File: src/rtl/barrido_display.sv
// barrido_display: multiplexed scan for a 4-digit common-anode display.
// Double-buffered value, dead time between digits, frame-aligned commit.
module barrido_display #(
  parameter int N_DIG = 4,
  parameter int DIV   = 50000,
  parameter int DEAD  = 500
) (
  input  logic               clk,
  input  logic               rst_n,
  input  logic [4*N_DIG-1:0] Dato,
  input  logic               Cargar,
  input  logic [N_DIG-1:0]   Apagar,
  input  logic               SupCeros,
  output logic [3:0]         Ver,
  output logic [N_DIG-1:0]   Anodo,
  output logic               Ocupado,
  output logic               Listo
);

  localparam int CMAX = (DIV > DEAD) ? DIV : DEAD;
  localparam int CW   = $clog2(CMAX + 1);
  localparam int IW   = (N_DIG > 1) ? $clog2(N_DIG) : 1;

  localparam logic [0:0] S_DEAD = 1'b0;
  localparam logic [0:0] S_SHOW = 1'b1;

  typedef logic [N_DIG-1:0][3:0] nib_t;

  logic [0:0]       st_q, st_d;
  logic [CW-1:0]    cnt_q, cnt_d;
  logic [IW-1:0]    idx_q, idx_d;
  nib_t             mos_q, mos_d;
  nib_t             buf_q, buf_d;
  logic             ocu_q, ocu_d;
  logic             lis_q, lis_d;
  logic [3:0]       ver_q, ver_d;
  logic [N_DIG-1:0] an_q, an_d;

  // A digit is dark if masked, or if it and every higher digit is zero.
  function automatic logic blank(
    input logic [IW-1:0]    i,
    input nib_t             m,
    input logic [N_DIG-1:0] ap,
    input logic             sc
  );
    logic z;
    z = 1'b1;
    for (int k = 0; k < N_DIG; k++) begin
      if (k >= int'(i) && m[k] != 4'h0) z = 1'b0;
    end
    return ap[i] | (sc & (i != '0) & z);
  endfunction

  // Next-state: phase timing, digit advance, frame commit, load.
  always_comb begin
    st_d  = st_q;
    cnt_d = cnt_q + CW'(1);
    idx_d = idx_q;
    mos_d = mos_q;
    buf_d = buf_q;
    ocu_d = ocu_q;
    lis_d = 1'b0;
    unique case (st_q)
      S_DEAD: begin
        if (cnt_q == CW'(DEAD - 1)) begin
          st_d  = S_SHOW;
          cnt_d = '0;
        end
      end
      default: begin
        if (cnt_q == CW'(DIV - 1)) begin
          st_d  = S_DEAD;
          cnt_d = '0;
          if (idx_q == IW'(N_DIG - 1)) begin
            idx_d = '0;
            if (ocu_q) begin
              mos_d = buf_q;
              ocu_d = 1'b0;
              lis_d = 1'b1;
            end
          end else begin
            idx_d = idx_q + IW'(1);
          end
        end
      end
    endcase
    if (Cargar) begin
      buf_d = Dato;
      ocu_d = 1'b1;
    end
    ver_d = ver_q;
    if (st_q == S_SHOW && st_d == S_DEAD) begin
      ver_d = mos_d[idx_d];
    end
    an_d = '1;
    if (st_d == S_SHOW &&
        !blank(idx_d, mos_d, Apagar, SupCeros)) begin
      an_d[idx_d] = 1'b0;
    end
  end

  // State and output registers.
  always_ff @(posedge clk or negedge rst_n) begin
    if (!rst_n) begin
      st_q  <= S_DEAD;
      cnt_q <= '0;
      idx_q <= '0;
      mos_q <= '0;
      buf_q <= '0;
      ocu_q <= 1'b0;
      lis_q <= 1'b0;
      ver_q <= 4'h0;
      an_q  <= '1;
    end else begin
      st_q  <= st_d;
      cnt_q <= cnt_d;
      idx_q <= idx_d;
      mos_q <= mos_d;
      buf_q <= buf_d;
      ocu_q <= ocu_d;
      lis_q <= lis_d;
      ver_q <= ver_d;
      an_q  <= an_d;
    end
  end

  assign Ver     = ver_q;
  assign Anodo   = an_q;
  assign Ocupado = ocu_q;
  assign Listo   = lis_q;

endmodule

File: config.mk
export PLATFORM = sky130hd
export DESIGN_NAME = barrido_display
export DESIGN_NICKNAME = d
export VERILOG_FILES = /design/src/rtl/barrido_display.sv
export SDC_FILE = /design/constraint.sdc
export NUM_CORES = 1
export LEC_CHECK = 0
export BUFFER_PORTS_ARGS = -buffer_cell sky130_fd_sc_hd__buf_2
export CAP_MARGIN = 10
export CORE_MARGIN = 3
export CORE_UTILIZATION = 40
export DETAILED_ROUTE_END_ITERATION = 12
export PLACE_DENSITY_LB_ADDON = 0.2
export SYNTH_ARGS = -nofsm -noshare
export SYNTH_HDL_FRONTEND = slang
export SYNTH_SLANG_ARGS = --single-unit
File: constraint.sdc
create_clock -name clk -period 3.51 [get_ports clk]
set_input_delay 0.702 -clock clk [delete_from_list [all_inputs] [get_ports clk]]
set_output_delay 0.702 -clock clk [all_outputs]
set_load 0.02 [all_outputs]
Yosys cells after proc, flatten, opt, wreduce, memory -nomap -nowiden
Index checks and enable logic that the tools add are counted.
- bits of input ports: 24
- output and inout bits: 10
- logic and storage cells: 78
- register bits after elaboration: 61
- muxes and demuxes: 32
- reductions and logical operators: 16
- magnitude comparators: 5
- add/subtract/negate cells: 2
- equality and inequality tests: 3
- bitwise gates (word level): 5
- operators with widths (kind ; number):
    $mux W16 ; 7
    $mux W1 ; 17
    $add A16 B1 Y16 const B ; 1
    $eq A16 B16 Y1 const B ; 1
    $eq A16 B9 Y1 const B ; 1
    $reduce_bool A4 Y1 ; 4
    $bmux W4 S2 ; 1
    $mux W4 ; 2
    $reduce_bool A2 Y1 ; 4
    $logic_and A1 B1 Y1 ; 6
    $mux W2 ; 3
    $ge A1 B2 Y1 const A ; 2
    $not A4 Y4 ; 1
    $lt A2 B3 Y1 const B ; 1
    $reduce_and A3 Y1 ; 1
    $add A2 B1 Y2 const B ; 1
    $and A1 B1 Y1 ; 2
    $bmux W1 S2 ; 1
    $demux W1 S2 ; 1
    $eq A2 B2 Y1 const B ; 1
    $ge A2 B1 Y1 const B ; 1
    $ge A2 B2 Y1 const A ; 1
    $logic_not A1 Y1 ; 1
    $not A1 Y1 ; 1
    $or A1 B1 Y1 ; 1

Longest topological paths before layout
Gate-level depths: netlist (run 1).
- depth after elaboration: 15
- depth in mapped cells: 8

Worst setup path before layout (run 1)
OpenSTA, ideal clock, no wires.
- kind: reg2reg
- from: register cnt_q[11]
- to: register an_q[1] (netlist: Anodo[1])
- arrival time: 2.334 ns
- stages on the path, launching flop included: 8
- path slack: 1.092 ns
- setup time: 0.084 ns
- required time: 3.426 ns
- clock period less this slack: 2.418 ns
- cell sequence: dfrtp_1 -> or4_1 -> or3_1 -> or3_4 -> buf_6 -> mux2i_1 -> a31o_2 -> o2111ai_1
- longest elaborated chain between the ends: 14
- elaborated cells between the ends (all ways): 38
- classes of those cells: order compare: 5; eq/ne: 2; mux: 16; bitwise: 4; reduce/logical: 11
- RTL lines (what ; RTL line ; RTL):
    start, declared ; 30 ; logic [CW-1:0] cnt_q, cnt_d;
    start signal, assigned ; 116 ; cnt_q <= cnt_d;
    $eq A16 B16 Y1 ; 71 ; if (cnt_q == CW'(DIV - 1)) begin
    $mux W2 / $mux W16 (equally long branches) ; 71 ;
    $mux W2 / $mux W16 (equally long branches) ; 63 ; unique case (st_q)
    $ge A1 B2 Y1 / $reduce_bool A4 Y1 (equally long branches) ; 49 ; if (k >= int'(i) && m[k] != 4'h0) z = 1'b0;
    $logic_and A1 B1 Y1 ; 49 ;
    $mux W1 (4 in series) ; 49 ;
    $and A1 B1 Y1 ; 51 ; return ap[i] | (sc & (i != '0) & z);
    $or A1 B1 Y1 ; 51 ;
    $logic_not A1 Y1 ; 97 ; !blank(idx_d, mos_d, Apagar, SupCeros)) begin
    $logic_and A1 B1 Y1 ; 96 ; if (st_d == S_SHOW &&
    $mux W4 (*) ; 96 ;
    named net an_d[1] ; 37 ; logic [N_DIG-1:0] an_q, an_d;
    end signal, assigned ; 123 ; an_q <= an_d;
    end, declared ; 37 ;
The timed path passes the listed nets; every way through them passes the cells marked *. The select of a mux whose other input is x is not followed.
A chain may end at the register's enable or synchronous reset.

Worst setup path after layout (run 1)
Ends and elaborated chain as after synthesis.

==> run_results.csv, run 1 <==
group,metric,value,unit
hold_path,hp-class,"primary input to asynchronous set/reset pin",
clock_tree,clockBufferDepth,2,
global_routing,first_global_vias,1967,
yosys,synth_seq_area_share,54.3,%
worst_setup_path,setup.worst_path.end_class,"flop",
clock_tree,root_buffer,"clkbuf_8",
timing,fmax,377,MHz
yosys,synth.yosys.warnings,0,
placed_design,dpl-instance-area,3090,µm²
clock_tree,cts_tree,"yes",
timing,whs,438,ps
worst_setup_path,cp.arrival,2910,ps
floorplan,fp.coreArea,6600,µm²
clock_tree,cts.sinks,61,
placed_design,port-buffer-count,33,
pwr,power_frac_seq,51.4,%
worst_setup_path,start_kind,"flop",
global_routing,grt_max_degree,37,
pwr,clkPwrFrac,44.6,%
floorplan,io_pins,34,
timing,setup_viol,0,
route,vias_per_cell,4.91,
yosys,synthCells,262,
pwr,p_comb_share,4.0,%
timing,hold_viol,0,
timing,tightest_slew,787,ps
worst_setup_path,cp_slowest_cell,"or4_1",
floorplan,die_y,90.0,µm
timing,final.setup.tns,0,ps
floorplan,initial_core_util,42.7,%
worst_setup_path,crit_chain,"or4_1 > or3_1 > or3_4 > mux2i_1 > a31o_2 > o2111ai_1",
yosys,syn-num-nets,288,
final_layout,final_cells,399,
pwr,fin_total_pwr,1.44,mW
global_routing,grt_antenna_before_repair,0,
clock_tree,clkTransAtPathRegs,70,ps
pwr,swShare,22.1,%
placed_design,post-dp-hpwl,4090,µm
outcome,status,"completed",
timing,period_needed,2650,ps
yosys,synth_cell_types,40,
placed_design,dp_cells,383,
pwr,switchingPower,0.317,mW
timing,rsz0062_at_grt,"false",
clock_tree,cts.htree.levels,3,
final_layout,syn2layout_area_growth,17.0,%
final_layout,drive_gt1_share,27.1,%
timing,relSlewSlack,47.6,%
final_layout,design_area,3300,µm²
clock_tree,cts_setup_buffers,0,
route,vias,1961,
yosys,yosys-top-cells-area,"dfrtp_1 51%, mux2_2 8.0%, nand2_1 7.9%",
timing,fin_worst_skew,8.25,ps
route,drt_wl_total,5680,µm
worst_setup_path,r2r_slack,860,ps
final_layout,antenna_cells,0,
clock_tree,ctsResizeCount,0,
global_routing,grt_usage,15.5,%
timing,drv_slew,0,
yosys,synth_top_area_cell,"dfrtp_1",
yosys,ys_seq_elements,61,
clock_tree,numCtsBuffers,9,
floorplan,rows,29,
pwr,p_int,1.12,mW
clock_tree,clk_latency,340,ps
worst_setup_path,crit_type,"flop to flop",
route,drc,0,
route,drt_iter0_markers,107,
global_routing,grt_pass1_wl,10000,µm
floorplan,die_x,90.0,µm
worst_setup_path,cp_max_fo,20,
yosys,avgSynthCellArea,10.8,µm²
pwr,pwr_density_cell,435,nW/µm²
global_routing,overflow,0,
yosys,synth.cell_area,2820,µm²
route,wire_per_inst,14.2,µm
timing,fin_crit_sh,75.5,%
floorplan,die-area,8090,µm²
clock_tree,ctsHoldBuffers,0,
placed_design,gp_congestion,0.777,
yosys,synth_top_area_share,50.6,%
route,firstDrtPassIters,4,
worst_setup_path,cpPeakStageDelay,560,ps
route,ant_nets,0,
flow_run,maxCapViolCount,0,
pwr,p_leak,1.56,nW
pwr,ir_worst_vdd,0.330,mV
worst_setup_path,cp_data_required_time,3770,ps
final_layout,nets,327,
==> power groups by stage <==
| stage | logic (mW) | registers [mW] | clock network [mW] |
|---|---|---|---|
| 2_1_floorplan | 0.0280 | 0.744 | 0 |
| 3_3_place_gp | 0.0582 | 0.751 | 0 |
| 3_5_place_dp | 0.0595 | 0.751 | 0 |
| 4_1_cts | 0.0595 | 0.738 | 0.666 |
| 5_1_grt | 0.0653 | 0.740 | 0.692 |
| 6_report | 0.0575 | 0.738 | 0.640 |
==> Yosys cell counts <==
cell,count
a21oi_1,7
buf_1,2
or3_4,1
nand2b_1,3
o2111ai_1,2
nand4b_1,2
mux2i_1,6
dfrtp_1,57
dfstp_2,4
buf_2,2
and2_1,2
or3_1,1
clkbuf_1,4
nor2_1,18
o21ai_1,2
o211ai_1,2
nor3b_1,2
o22ai_1,1
nand3_1,11
mux4_1,2
nor4_1,6
nand2_1,59
xor2_1,9
mux4_2,1
o21ai_0,3
or3b_2,1
nor4b_1,1
ha_1,2
and4_1,4
buf_6,1
a22oi_1,2
xnor2_1,4
a21o_1,1
a31o_2,1
or2_2,2
and3_1,5
o2bb2ai_1,2
mux2_2,20
or4_1,3
inv_1,4
==> sequential cells by signal (all words and copies together), names as in the netlist <==
register,cells
Ver,4
idx_q,2
buf_q,16
st_q,1
Listo,1
Ocupado,1
Anodo,4
mos_q,16
cnt_q,16
==> critical path: cells and delay by family (launching register included) <==
kind               cells  cell delay [ps]
and+or+nand+nor        3             1480
DFF                    1              430
muxes                  1              190
AOI/OAI and AO/OA      2              460
==> layout by cell type, fill, tap and decap left out, types with 3 or more instances in the layout <==
master	n
nand3_1	11
nor4_1	6
buf_2	33
inv_1	4
or4_1	3
xor2_1	9
buf_4	4
nand2b_1	3
xnor2_1	4
a21oi_1	7
mux2_2	20
mux2i_1	6
dfstp_2	4
nor2_1	18
o21ai_0	3
clkbuf_8	11
nand2_1	59
and4_1	4
dfrtp_1	57
and3_1	5
==> cells by family (layout without fill, tap and decap cells) <==
logic type      Yosys count  in the layout  share of synthesized area (%)
xor+xnor                 13             13                           4.04
mux                      29             29                           12.8
compound gates           23             23                           5.24
buf+inv                  13             57                           2.09
fa+ha+maj                 2              2                          0.888
simple gates            121            121                           20.6
flops                    61             61                           54.3
==> layout make-up <==
type,instances,area (µm²)
Timing Repair Buffer,37,195
Clock buffer,11,151
Fill cell,643,3310
Inverter,4,15.0
Clock inverter,5,58.8
Tap cell,93,116
Sequential cell,61,1530
Multi-Input combinational cell,188,1230
==> layer usage <==
| metal | vias to the layer above | track usage, % | routed length [µm] |
|---|---|---|---|
| met4 | 0 | 5.36 | 61 |
| met2 | 43 | 20.9 | 2330 |
| met5 | - | 0 | 0 |
| met1 | 919 | 23.1 | 3030 |
| met3 | 10 | 5.18 | 264 |
| li1 | 989 | - | - |
==> metrics by stage <==
stage	util, %	setup slack, ps
after global placement	46.7	948
after floorplan	-	1090
final	49.9	859
after detailed placement	46.7	906
after global routing	49.9	767
after CTS	49.9	872
==> path summary, 6_finish.rpt <==
check                               start   endpoint  cells after the start
worst max-delay path            cnt_q[11]   Anodo[1]                      6
worst min-delay path                rst_n   cnt_q[2]                      1
worst max register to register  cnt_q[11]   Anodo[1]                      6
worst min register to register   mos_q[1]   mos_q[1]                      2
max in group asynchronous           rst_n  mos_q[13]                      2
min in group clk                 mos_q[1]   mos_q[1]                      2
Note: power is estimated with default switching activity, not from simulation.
==> run 2, diff against run 1 <==
==> constraint.sdc (replaced) <==
create_clock -name clk -period 2.2 [get_ports clk]
set_input_delay 0.44 -clock clk [delete_from_list [all_inputs] [get_ports clk]]
set_output_delay 0.44 -clock clk [all_outputs]
set_load 0.02 [all_outputs]
==> run 2 against run 1 <==
Net effect:
- the flow now finishes with violations (setup timing)
- non-clock buffer count rose by 30
- setup slack got worse by 1000 ps
- worst hold slack got worse by 370 ps
- design area rose by 8.3%
- clock skew rose by 1.4 ps
- largest power group unchanged
- total power rose by 58%
- largest cell class unchanged
- global-route usage rose by 1.3 points
==> run_results.csv, run 2 (synthesized netlist as in run 1, its figures left out) <==
group,metric,value,unit
outcome,status,"finished, violations left",
outcome,violations,"setup timing",
route,ant_nets,0,
timing,drv_slew,0,
timing,fmax,426,MHz
placed_design,pre_cts_slack,-197,ps
timing,fin_ws,-150,ps
final_layout,final_common_cell,"nand2_1",
pwr,pwr_density_cell,636,nW/µm²
placed_design,port-buffer-count,33,
final_layout,syn2layout_area_growth,26.6,%
route,vias_per_cell,4.96,
timing,rsz0062_at_grt,"true",
clock_tree,clockBufferDepth,2,
timing,period_needed,2350,ps
clock_tree,clkTransAtPathRegs,70,ps
global_routing,grt_antenna_before_repair,0,
worst_setup_path,r2r_cells,6,
pwr,p_leak,1.73,nW
route,drt_wl_total,6260,µm
clock_tree,cts_tree,"yes",
clock_tree,clk_latency,340,ps
flow_run,maxCapViolCount,0,
clock_tree,ctsHoldBuffers,0,
final_layout,design_area,3570,µm²
worst_setup_path,cp_data_required_time,2430,ps
floorplan,rows,29,
worst_setup_path,cp.arrival,2580,ps
floorplan,die-area,8090,µm²
timing,fin_worst_skew,9.68,ps
route,firstDrtPassIters,4,
route,drc,0,
timing,setup_viol,6,
clock_tree,numCtsBuffers,9,
timing,tightest_slew,525,ps
timing,fin_crit_sh,107,%
global_routing,grt_max_degree,41,
global_routing,grt_pass1_wl,10900,µm
global_routing,first_global_vias,2234,
global_routing,top_usage_layer,"met2",
worst_setup_path,timing.rr.start,"cnt_q[13]",
floorplan,initial_core_util,42.7,%
clock_tree,cts.htree.levels,3,
clock_tree,root_buffer,"clkbuf_8",
global_routing,globalRouteMet2Util,24.2,%
placed_design,dpl-instance-area,3310,µm²
worst_setup_path,start_kind,"flop",
global_routing,overflow,0,
worst_setup_path,cp_max_fo,7,
hold_path,hp-class,"primary input to asynchronous set/reset pin",
timing,relSlewSlack,65.0,%
final_layout,nets,357,
final_layout,largest_registers,"buf_q x16, cnt_q x16, mos_q x16",
final_layout,antenna_cells,0,
final_layout,final_util,54.1,%
route,drt_iter0_markers,126,
final_layout,final_cell_mix,"59 x nand2_1, 57 x dfrtp_1, 33 x buf_2, 33 x buf_4, 20 x mux2_2",
global_routing,grt_util_met3,4.51,%
floorplan,io_pins,34,
floorplan,die_x,90.0,µm
clock_tree,cts.sinks,61,
placed_design,post-dp-hpwl,4550,µm
global_routing,grtUsageMet1,23.6,%
worst_setup_path,r2r_slack,-150,ps
route,wire_per_inst,14.6,µm
worst_setup_path,crit_type,"flop to flop",
worst_setup_path,setup.worst_path.end_class,"flop",
floorplan,fp.coreArea,6600,µm²
pwr,ir_worst_vdd,0.369,mV
worst_setup_path,rr_endpoint,"Ver[0]",
route,vias,2129,
timing,hold_viol,0,
floorplan,die_y,90.0,µm
global_routing,grt_usage,16.8,%
placed_design,gp_congestion,0.816,
final_layout,drive_gt1_share,36.0,%
run 2: worst max path at each step:
stage / from / depth (start not counted) / slack, ps / to
after global routing: cnt_q[13] / 6 / -250 / Ver[0]
after CTS: cnt_q[13] / 6 / -170 / Ver[0]
final: cnt_q[13] / 6 / -150 / Ver[0]
after global placement: cnt_q[13] / 6 / -160 / Ver[0]
after floorplan: cnt_q[13] / 7 / -170 / Anodo[1]
after detailed placement: cnt_q[13] / 6 / -200 / Ver[0]
run 2: layout make-up:
class,instances,area (µm²)
Timing Repair Buffer,67,433
Clock inverter,7,75.1
Multi-Input combinational cell,188,1270
Sequential cell,61,1530
Clock buffer,9,124
Tap cell,93,116
Fill cell,600,3030
Inverter,4,15.0
run 2: per-stage QoR:
step | instances | setup TNS [ps] | total power [mW] | hold WS (ps)
2_1_floorplan | 262 | -896 | 1.23 | 144
4_1_cts | 428 | -672 | 2.30 | 80.8
6_report | 429 | -638 | 2.27 | 65.5
3_3_place_gp | 409 | -620 | 1.29 | 443
5_1_grt | 429 | -1080 | 2.37 | 95.3
3_5_place_dp | 409 | -929 | 1.30 | 451
run 2: power breakdown:
| group | leakage [nW] | internal, mW | switching, mW |
|---|---|---|---|
| Sequential | 0.783 | 1.15 | 0.0255 |
| Clock | 0.104 | 0.528 | 0.472 |
| Combinational | 0.845 | 0.0505 | 0.0438 |
run 2: worst max-delay path, stage by stage, from the launching register on:
cell and delay (ps):
dfrtp_1 380, or4_4 540, or3_4 340, or3_4 440
mux2_2 300, o211ai_1 150, a21oi_1 80
run 2: layer usage:
layer | part of all wire (%) | up-vias
met1 | 49 | 1015
met4 | 1.9 | 0
met5 | 0 | -
li1 | - | 1048
met3 | 4.9 | 14
met2 | 44 | 52
run 2: repair_timing:
item / CTS / global route
pin swaps: 5 / 1
buffers inserted: 3 / 1
endpoints found under the setup margin: 7 / 20
resized for setup: 4 / 3
gates cloned: 0 / 0
endpoints found under the hold margin: 0 / 0
==> run 3, diff against run 2 <==
--- a/config.mk
+++ b/config.mk
@@ -11,6 +11,7 @@
 export CORE_UTILIZATION = 40
 export DETAILED_ROUTE_END_ITERATION = 12
 export PLACE_DENSITY_LB_ADDON = 0.2
+export SKIP_CTS_REPAIR_TIMING = 1
 export SYNTH_ARGS = -nofsm -noshare
 export SYNTH_HDL_FRONTEND = slang
 export SYNTH_SLANG_ARGS = --single-unit
==> run 3 against run 2 <==
Net effect:
- the flow still finishes with violations (setup timing)
- cell count decreased by 0.70%
- fmax decreased by 2.8%
- register-to-register slack got worse by 70 ps
- clock-buffer cell count unchanged
- setup slack got worse by 68 ps
- largest cell class unchanged
==> run_results.csv, run 3 (synthesized netlist as in run 1, its figures left out) <==
group,metric,value,unit
route,wire_per_inst,14.5,µm
floorplan,die_y,90.0,µm
final_layout,final_cell_mix,"59 x nand2_1, 57 x dfrtp_1, 33 x buf_2, 30 x buf_4, 20 x mux2_2",
clock_tree,clk_latency,340,ps
clock_tree,clkTransAtPathRegs,80,ps
outcome,violations,"setup timing",
timing,fin_ws,-218,ps
pwr,swShare,23.9,%
pwr,ir_worst_vdd,0.368,mV
route,vias_per_cell,4.95,
worst_setup_path,cp_data_required_time,2430,ps
outcome,status,"finished, violations left",
global_routing,grt_pass1_wl,10900,µm
pwr,p_leak,1.72,nW
timing,drv_slew,0,
route,ant_nets,0,
timing,fin_crit_sh,110,%
final_layout,drive_gt1_share,35.4,%
floorplan,die_x,90.0,µm
pwr,pwr_density_cell,641,nW/µm²
hold_path,hp-class,"primary input to asynchronous set/reset pin",
route,wl_met1,3100,µm
route,drt_iter0_markers,136,
clock_tree,cts.sinks,61,
final_layout,largest_registers,"buf_q x16, cnt_q x16, mos_q x16",
floorplan,die-area,8090,µm²
pwr,power_frac_seq,51.7,%
global_routing,overflow,0,
worst_setup_path,start_kind,"flop",
final_layout,final_cells,426,
global_routing,grt_usage,16.8,%
placed_design,post-dp-hpwl,4550,µm
worst_setup_path,r2r_slack,-220,ps
timing,fmax,414,MHz
global_routing,grt_antenna_before_repair,0,
route,dr_wl_met3,269,µm
timing,rsz0062_at_grt,"true",
clock_tree,clockBufferDepth,2,
timing,period_needed,2420,ps
global_routing,grt_max_degree,41,
route,firstDrtPassIters,4,
clock_tree,root_buffer,"clkbuf_8",
pwr,fin_total_pwr,2.27,mW
route,vias,2108,
worst_setup_path,timing.rr.start,"cnt_q[13]",
worst_setup_path,cpMostUsedCell,"or3_4",
final_layout,antenna_cells,0,
route,drt_wl_total,6160,µm
worst_setup_path,crit_type,"flop to flop",
clock_tree,numCtsBuffers,9,
worst_setup_path,crit_start,"cnt_q[13]",
worst_setup_path,cpPeakStageDelay,540,ps
floorplan,io_pins,34,
timing,final.setup.tns,-994,ps
final_layout,fillers,601,
final_layout,final_common_cell,"nand2_1",
timing,hold_viol,0,
floorplan,rows,29,
timing,fin_worst_skew,9.48,ps
final_layout,syn2layout_area_growth,25.8,%
placed_design,gp_congestion,0.816,
floorplan,fp.coreArea,6600,µm²
route,routed.top_layer,"met4",
final_layout,nets,354,
pwr,clkPwrFrac,44.1,%
worst_setup_path,cp_max_fo,7,
worst_setup_path,setup.worst_path.end_class,"flop",
placed_design,dp_cells,409,
global_routing,first_global_vias,2211,
final_layout,final_util,53.7,%
timing,tightest_slew,521,ps
pwr,p_int,1.73,mW
clock_tree,cts_tree,"yes",
timing,relSlewSlack,65.3,%
route,drc,0,
worst_setup_path,cp_slowest_cell,"or4_4",
route,route.met2.wl,2650,µm
worst_setup_path,crit_chain,"or4_4 > or3_4 > or3_4 > mux2_2 > o211ai_1 > a21oi_1",
pwr,switchingPower,0.544,mW
worst_setup_path,cp.arrival,2650,ps
timing,setup_viol,6,
floorplan,initial_core_util,42.7,%
flow_run,maxCapViolCount,0,
clock_tree,cts.htree.levels,3,
placed_design,port-buffer-count,33,
pwr,p_comb_share,4.1,%
## run 3: worst max-delay path: cells and delay by family (launching register included)
family | cells | cell delay (ps)
compound gates | 2 | 250
mux | 1 | 300
simple gates | 3 | 1380
flops | 1 | 380
## run 3: path summary, 6_finish.rpt
path	to	cells past startpoint
max reg2reg	Ver[0]	6
min reg2reg	mos_q[1]	2
min in group clk	Anodo[0]	3
max in group asynchronous	buf_q[15]	2
max	Ver[0]	6
min	cnt_q[5]	1
## run 3: final cells by class
| class | instances | area, µm² | area share (%) |
|---|---|---|---|
| timing repair buffer | 64 | 410 | 11.6 |
| sequential | 61 | 1530 | 43.2 |
| clock buffer | 9 | 124 | 3.49 |
| inverter | 4 | 15.0 | 0.423 |
| tap | 93 | 116 | 3.28 |
| clock inverter | 7 | 75.1 | 2.12 |
| multi-input combinational | 188 | 1270 | 35.9 |
## run 3: metrics by stage
stage / hold slack, ps / worst slack, ps / cell area (µm²)
detailed placement: 451 / -197 / 3310
global route: 95.3 / -331 / 3550
CTS: 80.8 / -197 / 3510
floorplan: 144 / -172 / 2830
finish: 63.1 / -218 / 3550
global placement: 443 / -164 / 3310
## run 3: power by group through the flow
stage / combinational [mW] / clock (mW) / sequential, mW
after CTS: 0.0967 / 1.03 / 1.18
final: 0.0943 / 1.00 / 1.18
after global placement: 0.0940 / 0 / 1.20
after floorplan: 0.0446 / 0 / 1.19
after global routing: 0.105 / 1.08 / 1.18
after detailed placement: 0.0962 / 0 / 1.20
## run 3: routing by layer
metal	track usage [%]	vias up
met2	24.3	41
met4	7.40	0
met3	4.76	13
met5	0	-
met1	23.6	1012
li1	-	1042
